$ cat src/rtl/cmp_seq_ctrl_if.sv
// Handshake bundle for the sequential compare controller.
// Requester drives start/a/b; the controller returns status and flags.
interface cmp_seq_ctrl_if #(
  parameter int WIDTH = 8
);
  logic             start;
  logic [WIDTH-1:0] a;
  logic [WIDTH-1:0] b;
  logic             busy;
  logic             done;
  logic             a_gt_b;
  logic             a_lt_b;
  logic             a_eq_b;

  modport master (
    output start, a, b,
    input  busy, done, a_gt_b, a_lt_b, a_eq_b
  );

  modport slave (
    input  start, a, b,
    output busy, done, a_gt_b, a_lt_b, a_eq_b
  );
endinterface

$ cat src/rtl/cmp_seq_ctrl.sv
// MSB-first magnitude compare, two bits per cycle, one 2-bit slice.
// Exits on the first unequal digit; one-hot flags plus a done pulse.
module comparator_2bit (
  input  logic [1:0] a,
  input  logic [1:0] b,
  output logic       gt,
  output logic       lt,
  output logic       eq
);
  assign gt = a > b;
  assign lt = a < b;
  assign eq = a == b;
endmodule

module cmp_seq_ctrl #(
  parameter int WIDTH = 8
) (
  input  logic            clk,
  input  logic            rst_n,
  cmp_seq_ctrl_if.slave   bus
);
  localparam int DIGITS = WIDTH / 2;
  localparam int CW = (DIGITS > 1) ? $clog2(DIGITS) : 1;
  localparam logic [CW-1:0] CNT_LOAD = CW'(DIGITS - 1);

  typedef enum logic {
    IDLE,
    CMP
  } state_t;

  state_t           state;
  state_t           state_n;
  logic [WIDTH-1:0] sa;
  logic [WIDTH-1:0] sb;
  logic [CW-1:0]    cnt;
  logic             done_q;
  logic             gt_q;
  logic             lt_q;
  logic             eq_q;

  logic             s_gt;
  logic             s_lt;
  logic             s_eq;
  logic             busy;
  logic             load;
  logic             fin;
  logic             shift;

  comparator_2bit u_slice (
    .a  (sa[WIDTH-1:WIDTH-2]),
    .b  (sb[WIDTH-1:WIDTH-2]),
    .gt (s_gt),
    .lt (s_lt),
    .eq (s_eq)
  );

  always_ff @(posedge clk or negedge rst_n) begin
    if (!rst_n) begin
      state <= IDLE;
    end else begin
      state <= state_n;
    end
  end

  always_comb begin
    state_n = state;
    unique case (state)
      IDLE: if (bus.start) state_n = CMP;
      CMP:  if (fin) state_n = IDLE;
      default: state_n = IDLE;
    endcase
  end

  always_comb begin
    busy  = 1'b0;
    load  = 1'b0;
    fin   = 1'b0;
    shift = 1'b0;
    unique case (1'b1)
      (state == CMP): begin
        busy  = 1'b1;
        fin   = s_gt | s_lt | (cnt == '0);
        shift = ~fin;
      end
      default: load = bus.start;
    endcase
  end

  // Slice outputs are one-hot, so the final digit's flags are the result.
  always_ff @(posedge clk or negedge rst_n) begin
    if (!rst_n) begin
      sa     <= '0;
      sb     <= '0;
      cnt    <= '0;
      done_q <= 1'b0;
      gt_q   <= 1'b0;
      lt_q   <= 1'b0;
      eq_q   <= 1'b0;
    end else begin
      done_q <= fin;
      if (load) begin
        sa  <= bus.a;
        sb  <= bus.b;
        cnt <= CNT_LOAD;
      end else if (shift) begin
        sa  <= sa << 2;
        sb  <= sb << 2;
        cnt <= cnt - CW'(1);
      end
      if (fin) begin
        gt_q <= s_gt;
        lt_q <= s_lt;
        eq_q <= s_eq;
      end
    end
  end

  assign bus.busy   = busy;
  assign bus.done   = done_q;
  assign bus.a_gt_b = gt_q;
  assign bus.a_lt_b = lt_q;
  assign bus.a_eq_b = eq_q;
endmodule
$ cat src/flat_wrapper.sv
// flat-port wrapper written by rule: the top's interface ports become plain ports
module cmp_seq_ctrl_flat 
#(
  parameter int WIDTH = 8
)
  (clk, rst_n, bus_start, bus_a, bus_b, bus_busy, bus_done, bus_a_gt_b, bus_a_lt_b, bus_a_eq_b);
  cmp_seq_ctrl_if #(.WIDTH(WIDTH)) bus_i ();
  input  logic clk;
  input  logic rst_n;
  input wire logic [$bits(bus_i.start)-1:0] bus_start;
  input wire logic [$bits(bus_i.a)-1:0] bus_a;
  input wire logic [$bits(bus_i.b)-1:0] bus_b;
  output wire logic [$bits(bus_i.busy)-1:0] bus_busy;
  output wire logic [$bits(bus_i.done)-1:0] bus_done;
  output wire logic [$bits(bus_i.a_gt_b)-1:0] bus_a_gt_b;
  output wire logic [$bits(bus_i.a_lt_b)-1:0] bus_a_lt_b;
  output wire logic [$bits(bus_i.a_eq_b)-1:0] bus_a_eq_b;
  assign bus_i.start = bus_start;
  assign bus_i.a = bus_a;
  assign bus_i.b = bus_b;
  assign bus_busy = bus_i.busy;
  assign bus_done = bus_i.done;
  assign bus_a_gt_b = bus_i.a_gt_b;
  assign bus_a_lt_b = bus_i.a_lt_b;
  assign bus_a_eq_b = bus_i.a_eq_b;
  cmp_seq_ctrl #(.WIDTH(WIDTH)) u_core (.clk(clk), .rst_n(rst_n), .bus(bus_i));
endmodule
$ cat config.mk
export PLATFORM = sky130hd
export DESIGN_NAME = cmp_seq_ctrl_flat
export DESIGN_NICKNAME = d
export VERILOG_FILES = /design/src/rtl/cmp_seq_ctrl_if.sv /design/src/rtl/cmp_seq_ctrl.sv /design/src/flat_wrapper.sv
export SDC_FILE = /design/constraint.sdc
export NUM_CORES = 1
export LEC_CHECK = 0
export ABC_AREA = 0
export CAP_MARGIN = 20
export CORE_MARGIN = 3
export CORE_UTILIZATION = 52
export CTS_CLUSTER_DIAMETER = 30
export DETAILED_ROUTE_END_ITERATION = 16
export PLACE_DENSITY = 0.82
export RECOVER_POWER = 25
export SYNTH_ARGS = -nofsm -noshare
export SYNTH_HDL_FRONTEND = slang
export SYNTH_HIERARCHICAL = 1
export SYNTH_SLANG_ARGS = --single-unit
export TNS_END_PERCENT = 5
$ cat constraint.sdc
create_clock -name clk -period 4.3 [get_ports clk]
set_input_delay 1.29 -clock clk [delete_from_list [all_inputs] [get_ports clk]]
set_output_delay 1.29 -clock clk [all_outputs]
set_load 0.05 [all_outputs]
# Word-level counts from Yosys, hierarchy flattened

Index checks and enable logic that the tools add are counted.

Add/subtract/negate cells: 1
$lt $le $gt $ge: 2
Eq/ne operators: 1
Multiplexer cells: 13
Bitwise gates (word level): 4
Reductions and logical operators: 2

Operators by type and width:

| operator                                         | count |
|---|---|
| two-way mux 8 bit                                | 4 |
| two-way mux 1 bit                                | 6 |
| two-way mux 2 bit                                | 2 |
| equality test 2 bit                              | 1 |
| > comparator 2 bit                               | 1 |
| logical NOT 2 bit                                | 1 |
| < comparator 2 bit                               | 1 |
| NOT 1 bit                                        | 2 |
| OR 1 bit                                         | 2 |
| one-hot mux 1 bit (2 select lines)               | 1 |
| nonzero test 2 bit                               | 1 |
| subtractor 2 x 1 -> 2 bit, second input constant | 1 |

Register bits after elaboration: 23
Input port bits: 19
Output and inout bits: 5
Word-level logic and storage cells: 31

# Longest topological paths before layout

Gate-level depths: netlist of the first run.

Word-level depth: 7
Mapped depth: 9
Mapped depth without buffers: 7

# Modules after synthesis

The synthesis of the first run kept the hierarchy.

Modules (own cells, without submodules):

| module          | instances | cells each | area each (um^2) | sequential area each (um^2) |
|---|---|---|---|---|
| cmp_seq_ctrl    | 1         | 96         | 1002.2           | 575.6 |
| comparator_2bit | 1         | 9          | 62.6             | 0.0 |

# Least setup slack after synthesis of the first run

OpenSTA, ideal clock, no wires.

Kind: input to register
Start point: input bus_start
End point: register u_core.sb[3]
Library setup time: 124 ps
Arrival: 2002 ps
Required time: 4176 ps
Setup slack: 2174 ps
Cell stages on the path: 5
Path buffers: 2
Cells stage by stage: nor2b_1 -> buf_2 -> buf_1 -> a22oi_1 -> nand2_1

Word-level cells in the longest chain between the ends: 2
Elaborated cells on any way between the ends: 3
Classes of those cells: mux (2); reduce/logical (1)

Ends and longest elaborated chain:

| item                                                    | RTL line            | text |
|---|---|---|
| start, declared                                         | flat_wrapper.sv:10  | `input wire logic [$bits(bus_i.start)-1:0] bus_start;` |
| two-way mux 1 bit *                                     | cmp_seq_ctrl.sv:79  | `unique case (1'b1)` |
| two-way mux 8 bit or nonzero test 2 bit (tied branches) | -                   |  |
| end signal, assigned                                    | cmp_seq_ctrl.sv:103 | `sb <= bus.b;` |
| end signal, assigned                                    | cmp_seq_ctrl.sv:107 | `sb <= sb << 2;` |
| end, declared                                           | cmp_seq_ctrl.sv:34  | `logic [WIDTH-1:0] sb;` |

Every way passes the cells marked *; elsewhere a longest branch is shown, timed or not.
A chain may end at the register's enable or synchronous reset.

# Final worst setup path of the first run

Start point: register u_core.state
End point: output bus_busy

Word-level cells in the longest chain between the ends: 1

Ends and longest elaborated chain:

| item                   | RTL line           | text |
|---|---|---|
| start, declared        | cmp_seq_ctrl.sv:31 | `state_t state;` |
| start signal, assigned | cmp_seq_ctrl.sv:61 | `state <= state_n;` |
| two-way mux 1 bit      | cmp_seq_ctrl.sv:79 |  |
| end, declared          | flat_wrapper.sv:13 | `output wire logic [$bits(bus_i.busy)-1:0] bus_busy;` |

Every way passes these cells.

==> reports/summary.txt, run 1 <==
Cell taking the most area after synthesis: dfrtp_1
Area contributors post-synth: dfrtp_1 (54%), nand2_1 (7.4%), nand3_1 (5.6%)
Main combinational cell family by area after synthesis: simple AND/OR/NAND/NOR gates
Total gr overflow: 0
CP max stage delay: 0.86 ns
Unrepaired setup endpoints after global routing: no
Skew final: 0.00300 ns
Num Clock Sinks: 23
Max Cap Viol: 0
CP endpoint: bus_busy
Synth Instances: 105
Gr usage total: 17.7%
Final min period: 2.97 ns
Area of the multi-input gates: 428 µm²
R2R cell count: 6
Worst slew margin: 25.7%
Worst EP required: 3.01 ns
Skew-Pair Late Insertion Delay: 0.31 ns
Final GP Congestion: 0.726
Final setup viols: 0
Peak VDD IR: 0.000480 V
Clock H-tree levels: 1
Most common cell after layout, fill and taps aside: dfrtp_1
CTS Buf Count: 3
Critical R2R Capture: u_core/cnt[1]$_DFFE_PN0P_
Die height: 51.3 µm
Stages on the worst setup path: 1
I/O pin total: 24
Syn avg cell area: 10.1 µm²
Area Growth Syn to Fin: 24.9%
Wl on met1: 865 µm
Worst Hold Depth: 1
Slew @ Worst Pin: 1.11 ns
Buf/Inv on CP: 1
DR WL met3: 92 µm
Final hold vios: 0
Final cycle utilization of the critical path: 69.1%
Largest net degree at the start of global routing: 24
TritonCTS clock tree: done
Starting density of the core: 58.5%
Fillers: 142
Data arrival, critical path: 1.68 ns
Min-delay src: u_core/cnt[0]$_DFFE_PN0P_
DRT iter0 DRCs: 13
Final Util: 73.1%
IO Port Bufs: 23
Top Layer Used: met4
Critical path launch point: u_core/state$_DFF_PN0_
Synth Area in Adders: 3.53%
Cell chain of the critical path: clkdlybuf4s50_1
Final ANT Viol Nets: 0
WL met2: 1130 µm
Status: finished, final reports clean
Xor/xnor cell area share of the yosys netlist: 0%
Sequential Area: 576 µm²
Drt drc: 0
DIE WIDTH: 51.3 µm
Slowest-stage cell, CP: clkdlybuf4s50_1
Fin cells: 153
Global-route wire length before repair: 3440 µm
F_max: 337 MHz
Clock root buffer: clkbuf_4
Worst Setup End Kind: output pin
Std-Cell Rows: 15
Cell variety after synth: 25
Die area: 2630 µm²
Post-CTS setup buffers: 0
Seq/Total Area, Yosys: 54.1%
Crit path kind: register to output pin
Hold-fix buffers, CTS: 0
Dpl cells: 148
Yosys warning count: 6
1st-pass router iterations: 4
Synth Area in Simple Gates: 22.8%
Syn Nets: 127
Vias in the first global route: 801
Slack of the worst reg-to-reg path: 2.03 ns
Reg2Reg Launch Point: u_core/sa[7]$_DFFE_PN0P_
Post-synthesis mux area share: 1.06%
Initial antenna violation count: 0
Post-DP HPWL: 1540 µm
Area of the mapped netlist: 1060 µm²
Diodes inserted: 0
Power density over the cells: 758 nW/µm²
Layout net count: 151
Final Slew Violations: 0
Lkg Pwr: 0.649 nW
Reg clk slew, reported paths: 0.12 ns
Compound-Gate Fraction of Synth Area: 12.8%
Setup TNS: 0 ns
FF+latch count, synth: 23
Layout cells sized above 1: 7.81%
Final WL: 2150 µm
Worst path top cell family by delay: buffers and inverters
Critical Path Start Type: register
DR vias/cell: 5.48
Clock Tree Buf Depth: 2
Crit path max fanout: 8
DR WL/cell: 14.1 µm
Cts repair resizes: 0
Via Count: 838
Area share of the largest cell type after synthesis: 54.1%
Most frequent cells in the layout: dfrtp_1 (23), clkdlybuf4s50_1 (22), nand2_1 (21), nand3_1 (12)
Core Area: 1820 µm²
Worst hold path class: register to register
metrics by stage:
| stage | setup slack (ns) | hold slack, ns | power, mW | area (µm²) |
|---|---|---|---|---|
| after floorplan | 2.17 | 0.445 | 0.792 | 1060 |
| after global placement | 1.73 | 0.458 | 0.890 | 1300 |
| after detailed placement | 1.68 | 0.462 | 0.917 | 1300 |
| after CTS | 1.31 | 0.489 | 1.02 | 1330 |
| after global routing | 1.26 | 0.511 | 1.09 | 1330 |
| final | 1.33 | 0.488 | 1.01 | 1330 |
flip-flops by register name, indices dropped and copies added, names as in the netlist:
| signal | cells |
|---|---|
| u_core/bus.done | 1 |
| u_core/sb | 8 |
| u_core/state | 1 |
| u_core/bus.a_lt_b | 1 |
| u_core/sa | 8 |
| u_core/cnt | 2 |
| u_core/bus.a_gt_b | 1 |
| u_core/bus.a_eq_b | 1 |
synthesized netlist by cell type:
cell / instances
a22oi_1: 7
nor3_1: 3
nand3_1: 12
nand2_1: 21
mux2_2: 1
or4b_1: 1
nand2b_1: 2
nand3_2: 1
ha_1: 3
buf_1: 1
nor2b_1: 1
inv_1: 7
and2_4: 1
a21oi_1: 2
buf_6: 1
o211ai_2: 1
a22o_1: 3
buf_2: 4
dfrtp_1: 23
o22ai_1: 2
a21o_1: 2
o31ai_1: 1
and2_1: 1
nor4b_4: 1
nor2_1: 3
cells by family after synthesis:
family,count (synthesis)
multiplexers,1
AND/OR/NAND/NOR,47
flip-flops,23
buffers and inverters,13
adder cells (fa/ha/maj),3
AO/OA/AOI/OAI,18
cell type report:
type                    instances  area share, %
clock buffers                   3           1.69
clock inverters                 1          0.376
inverters                       7           1.98
multi-input cells              69           32.2
flip-flops and latches         23           43.3
well taps                      25           2.35
repair buffers                 25           18.2
how the worst min path moves through the flow:
stage               slack, ns                             to
floorplan                0.44      u_core/cnt[0]$_DFFE_PN0P_
global placement         0.46  u_core/bus.a_gt_b$_DFFE_PN0P_
detailed placement       0.46  u_core/bus.a_gt_b$_DFFE_PN0P_
CTS                      0.49      u_core/cnt[0]$_DFFE_PN0P_
global route             0.51       u_core/sa[6]$_DFFE_PN0P_
finish                   0.49      u_core/cnt[0]$_DFFE_PN0P_
power breakdown:
group	internal [mW]	total [mW]	leakage, nW	switching [mW]
Combinational	0.213	0.531	0.353	0.318
Sequential	0.320	0.379	0.278	0.0598
Clock	0.0348	0.0982	0.0177	0.0635
per-layer routing:
layer / vias to the layer above / global-route usage, %
met3: 6 / 2.92
li1: 406 / -
met1: 400 / 20.7
met5: - / 0
met4: 0 / 10.9
met2: 26 / 30.3
Power figures use the tool's default switching activity.
==> run 2: changes to the inputs <==
CORE_UTILIZATION = 48   (was 52)
PLACE_DENSITY = 0.77   (was 0.82)
clock period = 3 ns   (was 4.3 ns; I/O delays follow)
==> run 2 against run 1 <==
Worst setup slack worse by 0.85 ns. Largest power group unchanged. Count of clock-buffer cells in the layout stayed put. Critical path depth stayed put. Highest routed layer unchanged. First-iteration DRC count is 7.7% lower. Combinational power is 45% higher. Critical endpoint unchanged. Register-to-register slack worse by 1.3 ns. Critical path type unchanged. Sequential share of layout area is 0.32 points lower. Wire length is 5.5% lower.
==> reports/summary.txt, run 2 (same netlist as run 1, synthesis figures left out) <==
Status: finished, final reports clean
Unrepaired setup endpoints after global routing: no
Slew @ Worst Pin: 1.21 ns (+0.0968 ns)
Crit path kind: register to output pin
CTS Buf Count: 3 (unchanged)
Peak VDD IR: 0.000658 V (+37%)
Most used routing layer: met2
Place WS: 0.766 ns (-0.910 ns)
Final instance area: 1340 µm² (+0.75%)
Slowest-stage cell, CP: clkdlybuf4s50_1
Layout cells sized above 1: 8.53% (+0.71 points)
Final Util: 66.3% (-6.8 points)
Crit path max fanout: 8 (unchanged)
Std-Cell Rows: 16 (+1)
Final ANT Viol Nets: 0 (unchanged)
Cts repair resizes: 0 (unchanged)
Met3 GRT Util: 2.82% (-0.099 points)
Setup TNS: 0 ns (unchanged)
Final min period: 2.52 ns
Post-CTS setup buffers: 0 (unchanged)
Clock root buffer: clkbuf_4
Top flop regs: u_core/sa (8), u_core/sb (8), u_core/cnt (2)
Worst Setup End Kind: output pin
Layout net count: 152 (+0.66%)
Starting density of the core: 52.7% (-5.8 points)
TritonCTS clock tree: done
Area after DPL: 1320 µm² (+1.3%)
DRT iter0 DRCs: 12 (-1)
Final hold vios: 0 (unchanged)
Worst EP required: 2.10 ns (-0.91 ns)
F_max: 397 MHz
Final cycle utilization of the critical path: 84.0%
Num Clock Sinks: 23 (unchanged)
Core Area: 2020 µm² (+11%)
Hold-fix buffers, CTS: 0 (unchanged)
1st-pass router iterations: 4 (unchanged)
Global-route wire length before repair: 3530 µm (+2.6%)
Post-DP HPWL: 1490 µm (-3.4%)
Clock Tree Buf Depth: 2 (unchanged)
Total gr overflow: 0 (unchanged)
Most frequent cells in the layout: dfrtp_1 (23), clkdlybuf4s50_1 (22), nand2_1 (21), nand3_1 (12)
Vias in the first global route: 780 (-2.6%)
Largest net degree at the start of global routing: 24 (unchanged)
Worst slew margin: 19.2% (-6.5 points)
Met1 Usage GRT: 22.2% (+1.5 points)
Combinational power share: 52.9% (+0.3 points)
Slack of the worst reg-to-reg path: 0.77 ns (-1.26 ns)
Clock share of power: 9.7% (about the same)
Power density over the cells: 1080 nW/µm² (+43%)
DR WL/cell: 13.0 µm (-7.4%)
Final GP Congestion: 0.700 (-3.6%)
Skew final: 0.00609 ns (+0.00308 ns)
IO Port Bufs: 23 (unchanged)
Internal: 0.824 mW (+45%)
DIE WIDTH: 53.1 µm (+3.6%)
I/O pin total: 24 (unchanged)
Final setup viols: 0 (unchanged)
Most common cell after layout, fill and taps aside: dfrtp_1
Met2 GRT Util: 30.6% (+0.32 points)
Initial antenna violation count: 0 (unchanged)
Worst hold path class: register to register
Skew-Pair Late Insertion Delay: 0.31 ns (about the same)
Lkg Pwr: 0.654 nW (+0.82%)
Data arrival, critical path: 1.62 ns (-0.06 ns)
Critical Path Start Type: register
Final setup margin: 0.479 ns (-0.849 ns)
Area Growth Syn to Fin: 25.9%
Cell chain of the critical path: clkdlybuf4s50_1
Buf/Inv on CP: 1 (unchanged)
Worst hold slack: 0.487 ns (-0.00104 ns)
Switching share of total power: 43.3% (-0.42 points)
Final Slew Violations: 0 (unchanged)
Final WL: 2030 µm (-5.5%)
Diodes inserted: 0 (unchanged)
Max Cap Viol: 0 (unchanged)
Reg clk slew, reported paths: 0.12 ns (about the same)
Drt drc: 0 (unchanged)
Gr usage total: 17.9% (+0.16 points)
CP max stage delay: 0.84 ns (-0.02 ns)
Flop pwr share: 37.4% (-0.2 points)
Clock H-tree levels: 1 (unchanged)
DR vias/cell: 5.50 (+0.42%)
Die height: 53.1 µm (+3.6%)
Die area: 2820 µm² (+7.3%)
Via Count: 858 (+2.4%)
Worst path top cell family by delay: buffers and inverters
NetSw: 0.629 mW (+43%)
==> run 2: power groups by stage <==
stage / logic, mW / clock network [mW] / registers [mW]
6_report: 0.768 / 0.141 / 0.544
5_1_grt: 0.862 / 0.164 / 0.559
4_1_cts: 0.778 / 0.150 / 0.543
3_5_place_dp: 0.777 / 0 / 0.551
3_3_place_gp: 0.755 / 0 / 0.542
2_1_floorplan: 0.498 / 0 / 0.637
==> run 2: through the flow <==
| step | total power [mW] | cells |
|---|---|---|
| floorplan | 1.14 | 105 |
| global placement | 1.30 | 152 |
| detailed placement | 1.33 | 152 |
| CTS | 1.47 | 156 |
| global route | 1.58 | 156 |
| finish | 1.45 | 156 |
==> run 2: worst paths after layout <==
kind                       cells past startpoint                      start                       endpoint
max in group asynchronous                      2                      rst_n      u_core/cnt[0]$_DFFE_PN0P_
hold / removal                                 1  u_core/cnt[0]$_DFFE_PN0P_      u_core/cnt[0]$_DFFE_PN0P_
min in group asynchronous                      2                      rst_n  u_core/bus.a_eq_b$_DFFE_PN0P_
hold reg to reg                                1  u_core/cnt[0]$_DFFE_PN0P_      u_core/cnt[0]$_DFFE_PN0P_
setup reg to reg                               6   u_core/sa[7]$_DFFE_PN0P_      u_core/cnt[1]$_DFFE_PN0P_
setup / recovery                               1     u_core/state$_DFF_PN0_                       bus_busy
==> run 2: cell type report <==
class | instances | area (µm²)
Fill cell | 175 | 682
Inverter | 7 | 26.3
Clock buffer | 3 | 22.5
Tap cell | 27 | 33.8
Timing Repair Buffer | 26 | 249
Clock inverter | 1 | 5.00
Sequential cell | 23 | 576
Multi-Input combinational cell | 69 | 428
==> run 2: per-layer routing <==
layer | wire [µm] | vias to the layer above
met5 | 0 | -
met3 | 121 | 2
met1 | 908 | 416
met2 | 971 | 25
li1 | - | 415
met4 | 29 | 0
==> run 3: changes to the inputs <==
clock period = 2.35 ns   (was 3 ns; I/O delays follow)
==> run 3 against run 2 <==
Cell area up 0.65%. Clock power up 32%. Global-route usage down 0.56 points. Critical path depth unchanged. Wire length up 2.3%. Cell count up 0.64%. First-iteration DRC count up 58%. Worst setup slack worse by 0.33 ns. Largest cell class unchanged.
==> reports/summary.txt, run 3 (same netlist as run 1, synthesis figures left out) <==
Slowest-stage cell, CP: clkdlybuf4s50_1
Cell chain of the critical path: clkdlybuf4s50_1
Gr usage total: 17.3% (-0.56 points)
Worst hold path class: register to register
Initial antenna violation count: 0 (unchanged)
Final setup viols: 0 (unchanged)
Std-Cell Rows: 16 (unchanged)
Total power: 1.87 mW (+29%)
Vias in the first global route: 787 (+0.90%)
Largest net degree at the start of global routing: 24 (unchanged)
Top flop regs: u_core/sa (8), u_core/sb (8), u_core/cnt (2)
Post-DP HPWL: 1460 µm (-2.2%)
Setup TNS: 0 ns (unchanged)
Die height: 53.1 µm (unchanged)
Place WS: 0.294 ns (-0.472 ns)
Via Count: 846 (-1.4%)
Status: finished, final reports clean
DRT iter0 DRCs: 19 (+7)
Area after DPL: 1320 µm² (+0.57%)
Crit path max fanout: 2 (-6)
1st-pass router iterations: 4 (unchanged)
Final setup margin: 0.152 ns (-0.328 ns)
Data arrival, critical path: 1.49 ns (-0.13 ns)
Met1 Usage GRT: 22.8% (+0.64 points)
Layout cells sized above 1: 8.46% (-0.066 points)
Dpl cells: 153 (+0.66%)
IO Port Bufs: 23 (unchanged)
Final Slew Violations: 0 (unchanged)
Lkg Pwr: 0.667 nW (+2.0%)
Skew final: 0.000873 ns (-0.00521 ns)
DR vias/cell: 5.39 (-2.0%)
Reg clk slew, reported paths: 0.13 ns (about the same)
Final cycle utilization of the critical path: 93.5%
CP max stage delay: 0.81 ns (-0.03 ns)
Worst hold slack: 0.486 ns (-0.000692 ns)
Most common cell after layout, fill and taps aside: dfrtp_1
Final WL: 2080 µm (+2.3%)
Critical Path Start Type: register
Crit path kind: register to output pin
Die area: 2820 µm² (unchanged)
Drt drc: 0 (unchanged)
Unrepaired setup endpoints after global routing: no
Max Cap Viol: 0 (unchanged)
Final GP Congestion: 0.701 (+0.21%)
Core Area: 2020 µm² (unchanged)
Most frequent cells in the layout: dfrtp_1 (23), clkdlybuf4s50_1 (21), nand2_1 (21), nand3_1 (12)
Starting density of the core: 52.7% (unchanged)
Internal: 1.06 mW (+29%)
Clock Tree Buf Depth: 2 (unchanged)
Fin cells: 157 (+0.64%)
I/O pin total: 24 (unchanged)
Switching share of total power: 43.1% (-0.21 points)
Worst path top cell family by delay: buffers and inverters
Final min period: 2.20 ns
Hold-fix buffers, CTS: 0 (unchanged)
Final hold vios: 0 (unchanged)
Layout net count: 153 (+0.66%)
Total gr overflow: 0 (unchanged)
Met2 GRT Util: 27.5% (-3.1 points)
Most used routing layer: met2
NetSw: 0.805 mW (+28%)
Clock share of power: 9.9% (+0.2 points)
Slew @ Worst Pin: 1.23 ns (+0.0231 ns)
Final ANT Viol Nets: 0 (unchanged)
F_max: 455 MHz
Buf/Inv on CP: 1 (unchanged)
Met3 GRT Util: 2.54% (-0.28 points)
Clock H-tree levels: 1 (unchanged)
Worst EP required: 1.64 ns (-0.46 ns)
Combinational power share: 53.0% (about the same)
Post-CTS setup buffers: 0 (unchanged)
Final instance area: 1350 µm² (+0.65%)
Peak VDD IR: 0.000800 V (+22%)
DIE WIDTH: 53.1 µm (unchanged)
Skew-Pair Late Insertion Delay: 0.31 ns (about the same)
Global-route wire length before repair: 3480 µm (-1.4%)
Diodes inserted: 0 (unchanged)
DR WL/cell: 13.2 µm (+1.6%)
Area Growth Syn to Fin: 26.7%
Worst Setup End Kind: output pin
Power density over the cells: 1390 nW/µm² (+28%)
Final Util: 66.7% (+0.43 points)
Num Clock Sinks: 23 (unchanged)
Flop pwr share: 37.1% (-0.3 points)
CTS Buf Count: 3 (unchanged)
TritonCTS clock tree: done
Clock root buffer: clkbuf_4
Worst slew margin: 17.7% (-1.5 points)
[run 3: worst paths after layout]
kind | startpoint | endpoint | slack [ns] | cells after the start
worst max-delay path | u_core/bus.a_lt_b$_DFFE_PN0P_ | bus_a_lt_b | 0.15 | 1
worst min-delay path | u_core/cnt[0]$_DFFE_PN0P_ | u_core/cnt[0]$_DFFE_PN0P_ | 0.49 | 1
worst max register to register | u_core/sa[7]$_DFFE_PN0P_ | u_core/sa[3]$_DFFE_PN0P_ | 0.27 | 7
worst min register to register | u_core/cnt[0]$_DFFE_PN0P_ | u_core/cnt[0]$_DFFE_PN0P_ | 0.49 | 1
max in group asynchronous | rst_n | u_core/sa[3]$_DFFE_PN0P_ | 0.47 | 2
min in group asynchronous | rst_n | u_core/bus.a_gt_b$_DFFE_PN0P_ | 1.16 | 2
[run 3: power by group through the flow]
| stage | sequential [mW] | combinational (mW) | clock, mW |
|---|---|---|---|
| after global placement | 0.692 | 0.968 | 0 |
| after CTS | 0.693 | 1.01 | 0.191 |
| after global routing | 0.711 | 1.11 | 0.210 |
| after detailed placement | 0.703 | 1.00 | 0 |
| after floorplan | 0.813 | 0.636 | 0 |
| final | 0.693 | 0.991 | 0.186 |
[run 3: cell type report]
type                       count  area [µm²]
clock buffer                   4        26.3
fill                         189         673
inverter                       7        26.3
multi-input combinational     69         428
sequential                    23         576
tap                           27        33.8
timing repair buffer          27         259
[run 3: timing repair]
action                     in CTS  in global routing
hold endpoints to repair        0                  0
resized for setup               0                  1
setup endpoints to repair       0                  1
[run 3: routing by layer]
metal / up-vias / share of wire [%]
li1: 410 / -
met5: - / 0
met1: 415 / 44
met4: 0 / 0.58
met3: 2 / 4.9
met2: 19 / 50
